File: src/rtl/regfile_io_writer.sv
// ============================================================================
// regfile_io_writer : merges CPU writeback and buffered peripheral writes into
// one registered register-file write port. Optional: REGFILE_IO_STARVE_GUARD_EN
// Revision: 1.0
// ============================================================================
`default_nettype none

module regfile_io_writer #(
  parameter int          DEPTH        = 4,
  parameter logic [31:0] ALLOW_MASK   = 32'h3ED00000,
  parameter int          STARVE_LIMIT = 8
) (
  input  logic                     clock,
  input  logic                     ctrl_reset_n,
  input  logic                     cpu_writeEnable,
  input  logic [4:0]               cpu_writeReg,
  input  logic [31:0]              cpu_data,
  input  logic                     per_valid,
  input  logic [4:0]               per_reg,
  input  logic [31:0]              per_data,
  output logic                     per_ready,
  output logic                     ctrl_writeEnable,
  output logic [4:0]               ctrl_writeReg,
  output logic [31:0]              data_writeReg,
  output logic [$clog2(DEPTH):0]   fifo_count,
  output logic                     err_sticky,
  output logic                     cpu_stall
);

  localparam int AW = $clog2(DEPTH);
  localparam logic [AW:0]   C_FULL    = (AW+1)'(DEPTH);
  localparam logic [AW:0]   C_CNT_ONE = (AW+1)'(1);
  localparam logic [AW-1:0] C_PTR_ONE = AW'(1);

  logic [4:0]    r_mem_reg  [DEPTH];
  logic [31:0]   r_mem_data [DEPTH];
  logic [AW-1:0] r_rd_ptr;
  logic [AW-1:0] r_wr_ptr;
  logic [AW:0]   r_count;

  logic w_push;
  logic w_allowed;
  logic w_enq;
  logic w_pop;

  assign per_ready  = (r_count != C_FULL);
  assign fifo_count = r_count;
  assign w_push     = per_valid && per_ready;
  // Register 0 is never a legal peripheral target regardless of the mask.
  assign w_allowed  = ALLOW_MASK[per_reg] && (per_reg != 5'd0);
  assign w_enq      = w_push && w_allowed;
  assign w_pop      = !cpu_writeEnable && (r_count != '0);

  always_ff @(posedge clock) begin
    if (w_enq) begin
      r_mem_reg[r_wr_ptr]  <= per_reg;
      r_mem_data[r_wr_ptr] <= per_data;
    end
  end

  always_ff @(posedge clock or negedge ctrl_reset_n) begin
    if (!ctrl_reset_n) begin
      r_rd_ptr         <= '0;
      r_wr_ptr         <= '0;
      r_count          <= '0;
      err_sticky       <= 1'b0;
      ctrl_writeEnable <= 1'b0;
      ctrl_writeReg    <= '0;
      data_writeReg    <= '0;
    end else begin
      if (w_enq) begin
        r_wr_ptr <= r_wr_ptr + C_PTR_ONE;
      end
      if (w_pop) begin
        r_rd_ptr <= r_rd_ptr + C_PTR_ONE;
      end
      case ({w_enq, w_pop})
        2'b10:   r_count <= r_count + C_CNT_ONE;
        2'b01:   r_count <= r_count - C_CNT_ONE;
        default: r_count <= r_count;
      endcase
      if (w_push && !w_allowed) begin
        err_sticky <= 1'b1;
      end
      // Processor always wins; address/data hold when nothing is selected.
      if (cpu_writeEnable) begin
        ctrl_writeEnable <= 1'b1;
        ctrl_writeReg    <= cpu_writeReg;
        data_writeReg    <= cpu_data;
      end else if (w_pop) begin
        ctrl_writeEnable <= 1'b1;
        ctrl_writeReg    <= r_mem_reg[r_rd_ptr];
        data_writeReg    <= r_mem_data[r_rd_ptr];
      end else begin
        ctrl_writeEnable <= 1'b0;
      end
    end
  end

`ifdef REGFILE_IO_STARVE_GUARD_EN
  localparam int SW = $clog2(STARVE_LIMIT + 1);
  localparam logic [SW-1:0] C_STARVE_LAST = SW'(STARVE_LIMIT - 1);
  localparam logic [SW-1:0] C_STARVE_ONE  = SW'(1);

  logic [SW-1:0] r_starve_cnt;
  logic          r_stall;
  logic          w_blocked;

  assign w_blocked = cpu_writeEnable && (r_count != '0);
  assign cpu_stall = r_stall;

  // The stall cycle itself always restarts the run, whether or not the CPU obeyed.
  always_ff @(posedge clock or negedge ctrl_reset_n) begin
    if (!ctrl_reset_n) begin
      r_starve_cnt <= '0;
      r_stall      <= 1'b0;
    end else if (r_stall) begin
      r_starve_cnt <= '0;
      r_stall      <= 1'b0;
    end else if (w_blocked) begin
      if (r_starve_cnt == C_STARVE_LAST) begin
        r_starve_cnt <= '0;
        r_stall      <= 1'b1;
      end else begin
        r_starve_cnt <= r_starve_cnt + C_STARVE_ONE;
      end
    end else begin
      r_starve_cnt <= '0;
    end
  end
`else
  logic unused_starve_limit;
  assign unused_starve_limit = ^STARVE_LIMIT;
  assign cpu_stall           = 1'b0;
`endif

endmodule

`default_nettype wire
File: config.mk
export PLATFORM = sky130hd
export DESIGN_NAME = regfile_io_writer
export DESIGN_NICKNAME = d
export VERILOG_FILES = /design/src/rtl/regfile_io_writer.sv
export SDC_FILE = /design/constraint.sdc
export NUM_CORES = 1
export LEC_CHECK = 0
export CAP_MARGIN = 5
export CORE_MARGIN = 2
export CORE_UTILIZATION = 48
export DETAILED_ROUTE_END_ITERATION = 8
export GPL_TIMING_DRIVEN = 0
export PLACE_DENSITY_LB_ADDON = 0.1
export SLEW_MARGIN = 20
export SYNTH_ARGS = -nofsm -noshare
export SYNTH_HDL_FRONTEND = slang
export SYNTH_SLANG_ARGS = --single-unit
File: constraint.sdc
create_clock -name clock -period 1.91 [get_ports clock]
set_input_delay 0.4775 -clock clock [delete_from_list [all_inputs] [get_ports clock]]
set_output_delay 0.4775 -clock clock [all_outputs]
set_load 0.01 [all_outputs]
==> impl_metrics.ini, run 1 <==
[die]
io_pins = 122
rows = 45
die_area_sq_um = 16300
die_h_um = 128
fp.dieW_um = 128
start_util_pct = 48.7
core_area_sq_um = 15100

[critical_path]
ff2ff_path_depth = 9
crit_slowest_cell = fa_2
reg2reg_slack_ns = 0
cp-end-kind = flop
required_ns = 2.21
worstReg2RegStart = fifo_count[0]
crit_end = fifo_count[2]
worstSetupPathType = input pin to flop
critPathLaunch = per_reg[0]
cp_slowest_stage_delay_ns = 0.35
path_cells = buf_8, mux2i_4, a211oi_4, and3_4, inv_4, ha_4, fa_2, xnor2_2, nor2_2, xor2_1
cp.arrival_ns = 2.25
path_max_fanout = 6
start_kind = input pin
rr_endpoint = fifo_count[2]

[pwr]
ir_worst_vdd_mv = 0.728
p_comb_share_pct = 29.2
finalPower_mw = 12.3
swShare_pct = 26.9
pwr-share-clk_pct = 26.9
p_seq_share_pct = 43.9
p_int_mw = 8.98
p_sw_mw = 3.30
p_leak_nw = 3.34
p_per_area_nw_per_um2 = 1290

[synthesis]
synthSimpleGateAreaFrac_pct = 4.75
syn_inst = 403
synth_top_family_by_area = multiplexers
synth_xor_area_share_pct = 0.715
synthMuxAreaShare_pct = 11.8
synth_seq_area_share_pct = 76.2
synth_edf_count = 148
yosysMostFrequentCell = edfxtp_1
netlist_area_sq_um = 7350
synth-main-ff-cell = edfxtp_1
yosys_register_bits = 194
syn_nets = 487
async_flop_share_pct = 23.7
yosysTopAreaCell = edfxtp_1
synth-compound-area-share_pct = 3.42
synth.distinct_cells = 26
synth_area_per_cell_sq_um = 18.2
synth-adder-area-share_pct = 1.12
yosysTopAreaCellShare_pct = 60.5
yosysWarnings = 0
synth_common_cells = 148 x edfxtp_1, 76 x nor2_1, 46 x dfrtp_1, 37 x mux4_2, 37 x o22ai_1
synth_area_leaders = edfxtp_1 61%, dfrtp_1 16%, mux4_2 11%

[run_status]
status = finished, violations left
violations = negative setup slack

[timing]
fin_crit_sh_pct = 102
slew_headroom_pct = 54.5
final-max-slew-violation-count = 0
hold_viol = 0
fin_crit_ns = 1.95
setup_slack_ns = -0.0446
max_freq_ghz = 0.512
rsz0062_at_grt = yes
timing.setup.tns_ns = -0.0490
setup-violations-final = 2
worstMarginPinSlew_ns = 0.683
worst_clock_skew_ns = 0.00726

[drt]
drc = 0
drtIter0Drc = 242
wl_um = 14700
wire_per_inst_um = 19.5
ant_nets = 0
vias = 4041
drtPass1Iterations = 4
via_per_inst = 5.35

[global_routing]
grt_util_all_layers_pct = 19.5
antenna_found_initial = 0
grt_first_pass_wirelength_um = 23300
grt_pass1_vias = 4411
grt_max_degree = 38
globalRouteOverflowTotal = 0

[cts]
cts_buffers = 17
tritoncts = built
cts_root_buffer = clkbuf_16
hold_buffers = 0
cts_max_level = 4
clk_path_buf_depth = 2
cts.clk_slew.worst_paths_ns = 0.06
insertion_delay_ns = 0.42
clkSinkCount = 194

[cells_and_area]
fin_nets = 638
antenna_cells = 0
largest_reg_flops = 128
area_delta_synth_final_pct = 29.7
layout-drive-gt1-share_pct = 21.9
layoutNonFillerInstCount = 755
utilization_pct = 63.2
num-fill-cells = 1139

[placement]
pre_cts_ws_ns = -1.36
dp_hpwl_um = 9030
port_buffers = 120
dp.cells = 712
finalWeightedCongestion = 0.686

[job]
maxCapViolCount = 0

[worst_hold_path]
hold_path.class = input pin to asynchronous set/reset pin
-- through the flow --
step	hold slack, ns	instance area [sq um]
6_report	0.0295	9530
5_1_grt	0.0640	9530
4_1_cts	0.0358	9510
3_5_place_dp	0.484	8830
3_3_place_gp	0.461	8820
2_1_floorplan	0.182	7380
-- layer usage --
metal	part of all wire (%)	GRT usage [%]	routed length (um)
met2	52	33.7	7690
met5	0	0	0
met3	4.0	4.09	593
met1	42	24.6	6230
met4	1.5	6.79	225
-- critical path: cells and delay by family --
family / cells / cell delay [ns]
AO/OA/AOI/OAI: 1 / 0.30
buffers and inverters: 2 / 0.14
XOR/XNOR: 2 / 0.30
multiplexers: 1 / 0.18
adder cells (fa/ha/maj): 2 / 0.51
AND/OR/NAND/NOR: 2 / 0.34
-- worst min-delay path by stage --
stage	from	to	slack (ns)	depth (start not counted)
floorplan	ctrl_reset_n	ctrl_writeEnable	0.18	0
global placement	err_sticky	err_sticky	0.46	1
detailed placement	ctrl_reset_n	data_writeReg[28]	0.48	1
CTS	ctrl_reset_n	ctrl_writeReg[4]	0.04	1
global route	ctrl_reset_n	data_writeReg[28]	0.06	1
finish	ctrl_reset_n	data_writeReg[28]	0.03	1
-- placed cells by master (no fill, tap or decap), drive strengths merged --
cell type	netlist	layout
o22ai	37	37
edfxtp	148	148
nor2	76	76
inv	6	6
nor3	1	1
and2	4	4
a211oi	1	1
dlygate4sd2	0	3
bufinv	0	1
and3	2	2
clkbuf	8	33
o21ai	1	1
buf	14	33
dfrtp	46	46
mux2i	1	1
clkinv	0	6
mux2	2	2
mux4	37	37
o21bai	1	1
clkdlybuf4s50	0	110
xnor2	5	5
ha	5	5
nand2	4	4
xor2	1	1
or2	1	1
conb	1	1
fa	1	1
-- power groups by stage --
| stage | clock (mW) | sequential (mW) | combinational, mW |
|---|---|---|---|
| 6_report | 3.30 | 5.40 | 3.58 |
| 2_1_floorplan | 0 | 5.59 | 1.91 |
| 4_1_cts | 3.36 | 5.38 | 3.64 |
| 5_1_grt | 3.55 | 5.45 | 3.91 |
| 3_3_place_gp | 0 | 5.44 | 3.40 |
| 3_5_place_dp | 0 | 5.48 | 3.46 |
-- logic make-up (layout without fill, tap and decap cells) --
family | count (synthesis) | after routing
simple gates | 88 | 88
buf+inv | 28 | 192
xor+xnor | 6 | 6
other cells | 1 | 1
compound gates | 40 | 40
fa+ha+maj | 6 | 6
mux | 40 | 40
flops | 194 | 194
-- cell type report --
cell class              count  area (sq um)  area share, %
clock buffers              25           485           5.09
well taps                 188           235           2.47
plain buffers              21           134           1.40
multi-input cells         181          1700           17.8
inverters                   6          27.5          0.289
clock inverters             7          60.1          0.630
flip-flops and latches    194          5600           58.8
repair buffers            133          1290           13.5
-- what timing repair did --
item | CTS | global route
setup endpoints to repair | 176 | 156
setup buffers | 11 | 1
gates resized for setup | 53 | 10
hold endpoints to repair | 0 | 0
pin swaps | 11 | 7
No activity file was read; power rests on OpenSTA's default activity.
==> inputs of run 2 (changes only) <==
--- a/config.mk
+++ b/config.mk
@@ -11,7 +11,6 @@
 export DETAILED_ROUTE_END_ITERATION = 8
 export GPL_TIMING_DRIVEN = 0
 export PLACE_DENSITY_LB_ADDON = 0.1
-export SLEW_MARGIN = 20
 export SYNTH_ARGS = -nofsm -noshare
 export SYNTH_HDL_FRONTEND = slang
 export SYNTH_SLANG_ARGS = --single-unit
==> results of run 2 <==
No change in the layout: final DEF, timing and power equal those of run 1.
==> patch 1, RTL diff (flow settings as in run 2) <==
`DEPTH`: 4 -> 8.
--- a/src/rtl/regfile_io_writer.sv
+++ b/src/rtl/regfile_io_writer.sv
@@ -7,5 +7,5 @@
 
 module regfile_io_writer #(
-  parameter int          DEPTH        = 4,
+  parameter int          DEPTH        = 8,
   parameter logic [31:0] ALLOW_MASK   = 32'h3ED00000,
   parameter int          STARVE_LIMIT = 8
Ports: changed (resized fifo_count); port bits go from 122 to 123. No check against the original RTL was run, so the function may have changed too.
==> patch 1 against run 2 <==
The flow still finishes with violations (negative setup slack); sequential cell count rose by 151; sequential share of layout area shrank 4.1 points; maximum frequency shrank 22%; register-to-register slack worse by 0.60 ns; area after synthesis is 84% higher; setup slack got worse by 0.56 ns; worst hold slack improved by 0.024 ns; routed wire length is 150% higher; cell area increased by 94%; power rose by 94%; largest cell class unchanged.
==> patch 1: results (changes against run 2) <==
worst_setup_path:
  rr_startpoint: "fifo_count[2]"
  cp_slowest_stage_delay_ns: 0.56  # +0.21 ns
  worstReg2RegEnd: "r_mem_data[6][31]"
  reg2reg_depth: 11  # +2
  crit_family: "simple AND/OR/NAND/NOR gates"
  crit_fanout: 11  # +5
global_route:
  grt_pass1_vias: 7930  # +80%
  grt_pass1_wl_um: 50200  # +120%
  grt_usage_pct: 24.1  # +4.7 points
  grt_max_degree: 50  # +32%
logic_synthesis:
  synth-xor-area-share_pct: 0.582  # -0.13 points
  async_flop_share_pct: 14.2  # -9.5 points
  synthTopCellsByCount: "edfxtp_1, mux4_2, nand2_1"
  muxShareOfSynthArea_pct: 13.4  # +1.6 points
  synthTopCellsByArea: "edfxtp_1, mux4_2, dfrtp_1"
  synth_compound_area_share_pct: 4.28  # +0.85 points
  synth_edf_count: 296  # +100%
  seq_area_frac_synth_pct: 74.7  # -1.5 points
  synth_nets: 778  # +60%
  synthAdderAreaFrac_pct: 0.462  # -0.66 points
power:
  pg_comb_uw: 7270  # +100%
  ir_drop_v: 0.000869  # +20%
  p_leak_uw: 0.00688  # +110%
  p_sw_share_pct: 27.7  # +0.83 points
  p_int_uw: 17300  # +92%
  pg_clk_uw: 7230  # +120%
clock_network:
  cts_max_path_buffers: 3  # +1
  ctsResizeCount: 77  # +45%
  clock_latency_ns: 0.53  # +0.11 ns
  post_cts_buffers: 43  # +32
  h-tree-depth: 2  # -2
  numCtsBuffers: 37  # +20
place:
  placed_area_um2: 15500  # +76%
  portBuffers: 121  # +0.83%
  dp_slack_ns: -1.71  # -0.350 ns
  dp.cells: 1205  # +69%
layout:
  final_nets: 1032  # +62%
  drive_gt1_share_pct: 30.2  # +8.3 points
  largest_reg_flops: 256  # +100%
status:
  status: "complete, but fails checks"
  failed_checks: "negative setup slack"
timing:
  setup_viol: 339  # +337
  clock_skew_ns: 0.0178  # +0.0106 ns
  max_slew_margin_pct: 43.9  # -11 points
  fin_tns_setup_ns: -136.52  # -136.47 ns
  setup_slack_ns: -0.600  # -0.556 ns
routing:
  drtIter0Drc: 719  # +200%
  avgViaCountPerCell: 5.75  # +7.4%
  routed_wl_um: 36300  # +150%
  wire_per_inst_um: 26.8  # +37%
## patch 1: cell count changes in the layout (fill, tap and decap cells not counted), sizes merged, moves of 31 or more
cell / delta
clkdlybuf4s50: -33
nor2: -60
o22ai: -37
edfxtp: +148
buf: +75
nand2: +59
mux4: +37
dlymetal6s2s: +37
clkbuf: +49
a211o: +31
## patch 1: logic make-up (layout without fill, tap and decap cells)
kind of cell,Yosys count,in the layout
AOI/OAI and AO/OA,81,81
xor gates and xnor gates,9,9
adders and majority gates,5,5
buffers and inverters,41,323
DFF,345,345
muxes,85,85
other,1,1
and+or+nand+nor,128,128
## patch 1: layout make-up
type | count | area, um^2
timing repair buffer | 215 | 2970
clock inverter | 11 | 131
tap | 378 | 473
fill | 1890 | 9250
multi-input combinational | 309 | 3390
sequential | 345 | 10100
buffer | 39 | 335
inverter | 2 | 10.0
clock buffer | 56 | 1100
## patch 1: routing by layer
| metal | GRT usage, % | part of all wire, % | wire (um) |
|---|---|---|---|
| met4 | 7.09 | 1.9 | 705 |
| met3 | 4.46 | 6.6 | 2380 |
| met1 | 33.3 | 41 | 15000 |
| met2 | 39.7 | 50 | 18200 |
| met5 | 0 | 0 | 0 |
## patch 1: worst max path at each step
| stage | start | endpoint | slack [ns] | cells after the start |
|---|---|---|---|---|
| finish | fifo_count[2] | r_mem_data[6][31] | -0.60 | 11 |
| global route | fifo_count[2] | fifo_count[2] | -0.70 | 11 |
| CTS | fifo_count[1] | fifo_count[2] | -0.54 | 12 |
| detailed placement | per_reg[3] | r_mem_data[0][11] | -1.71 | 7 |
| global placement | per_reg[3] | r_mem_data[6][1] | -2.68 | 5 |
| floorplan | per_reg[0] | r_mem_data[6][0] | -0.72 | 4 |
==> patch 2, RTL diff (config.mk and constraints of run 2) <==
Without the edit above. Put one more register stage on the output `fifo_count`, without a reset. The value now appears one clock later. The other outputs are not delayed to match.
--- a/src/rtl/regfile_io_writer.sv
+++ b/src/rtl/regfile_io_writer.sv
@@ -45,5 +45,7 @@
 
   assign per_ready  = (r_count != C_FULL);
-  assign fifo_count = r_count;
+  always_ff @(posedge clock) begin
+    fifo_count <= r_count;
+  end
   assign w_push     = per_valid && per_ready;
   // Register 0 is never a legal peripheral target regardless of the mask.
Formal check against the unedited RTL: not equivalent (a bounded check fails within 4 cycles, from zero or initial values and one cycle with ctrl_reset_n low).
==> patch 2 against run 2 <==
The run still ends with negative setup slack left; area after synthesis is 0.82% higher; clock skew is 0.0049 ns higher; power is 0.33% higher; first-iteration DRC count is 7.0% higher; via count is 1.6% higher; cell area is 0.51% higher; non-clock buffer count is 3 higher; clock power is 2% lower; critical path depth is 1 lower; sequential cell count is 3 higher; setup slack better by 0.0048 ns; routed wire length is 2.2% higher; die area is 0.78% higher; global-route usage hardly changed; critical endpoint is now r_count[2].
==> patch 2: results (changes against run 2) <==
timing:
  holdWs_ns: 0.296  # +0.267 ns
  clock_skew_ns: 0.0121  # +0.00487 ns
  setup_viol: 2  # unchanged
  setup_slack_ns: -0.0399  # +0.00476 ns
  max_slew_margin_pct: 57.1  # +2.7 points
  fin_tns_setup_ns: -0.0501  # -0.00112 ns
worst_setup_path:
  cp_slowest_cell: "dfrtp_2"
  crit_fanout: 4  # -2
logic_synthesis:
  async_flop_share_pct: 23.4  # -0.36 points
  synthTopCellsByArea: "edfxtp_1, dfrtp_1, mux4_2"
  synth.distinct_cells: 27  # +3.8%
  seq_area_frac_synth_pct: 76.4  # +0.19 points
routing:
  drtIter0Drc: 259  # +7.0%
  drtPass1Iterations: 5  # +1
  vias: 4107  # +1.6%
  routed_wl_um: 15100  # +2.2%
global_route:
  grt_pass1_vias: 4359  # -1.2%
  grt_pass1_wl_um: 23300  # about the same
place:
  gp_congestion: 0.688  # +0.29%
  post-dp-hpwl_um: 8940  # -0.97%
layout:
  fillers: 1110  # -2.5%
  final_nets: 645  # +1.1%
power:
  p_leak_uw: 0.00335  # +0.16%
  ir_drop_v: 0.000769  # +5.7%
  p_sw_share_pct: 27.3  # +0.35 points
hold_path:
  min_path_type: "in2reg"
status:
  failed_checks: "negative setup slack"
  status: "complete, but fails checks"
patch 2: changes by cell type after synthesis:
cell and change:
dfxtp_1 +3
patch 2: metrics by stage:
stage	cell area, um^2	cells
after global routing	9580	762
after detailed placement	8890	715
final	9580	762
after CTS	9520	758
after global placement	8880	714
after floorplan	7440	406
patch 2: cell families after synthesis:
group,share of synthesized area [%]
buf+inv,1.96
fa+ha+maj,1.12
compound gates,3.40
mux,11.7
simple gates,4.71
xor+xnor,0.710
flops,76.4
other cells,0.0506
patch 2: layout make-up:
type | count | share of cell area, %
buffer | 21 | 1.33
clock buffer | 25 | 5.07
clock inverter | 7 | 0.509
inverter | 6 | 0.313
multi-input combinational | 182 | 17.6
sequential | 197 | 59.1
tap | 188 | 2.46
timing repair buffer | 136 | 13.6
patch 2: power by group through the flow:
stage | Sequential (uW) | Clock (uW) | Combinational, uW
global route | 5580 | 3450 | 3910
floorplan | 5690 | 0 | 1910
detailed placement | 5580 | 0 | 3450
CTS | 5490 | 3290 | 3570
global placement | 5540 | 0 | 3410
finish | 5510 | 3220 | 3590
patch 2: how the worst max path moves through the flow:
| stage | from | end | cells after the start |
|---|---|---|---|
| floorplan | per_reg[0] | r_count[2] | 10 |
| global placement | per_reg[2] | r_mem_data[3][1] | 6 |
| detailed placement | per_reg[2] | r_mem_data[1][1] | 6 |
| CTS | r_count[0] | r_count[1] | 8 |
| global route | r_count[0] | r_count[2] | 9 |
| finish | r_count[0] | r_count[2] | 9 |
patch 2: worst reg2reg max path: cells and delay by family, from the launching register on:
family / cells / cell delay (ns)
XOR/XNOR: 2 / 0.30
adder cells (fa/ha/maj): 2 / 0.50
buffers and inverters: 2 / 0.13
flip-flops: 1 / 0.46
AND/OR/NAND/NOR: 3 / 0.43
patch 2: metal layers:
metal  track usage, %  routed length [um]
met1             25.6                6460
met2             32.2                7730
met3             4.22                 780
met4             7.18                 100
met5                0                   0
patch 2: what timing repair did:
| action | in CTS | in global routing |
|---|---|---|
| setup endpoints to repair | 172 | 152 |
| setup buffers | 10 | 4 |
| gates cloned | 0 | 1 |
| pin swaps | 12 | 7 |
| hold buffers | 1 | 0 |
| resized for setup | 37 | 12 |
| hold endpoints to repair | 13 | 0 |
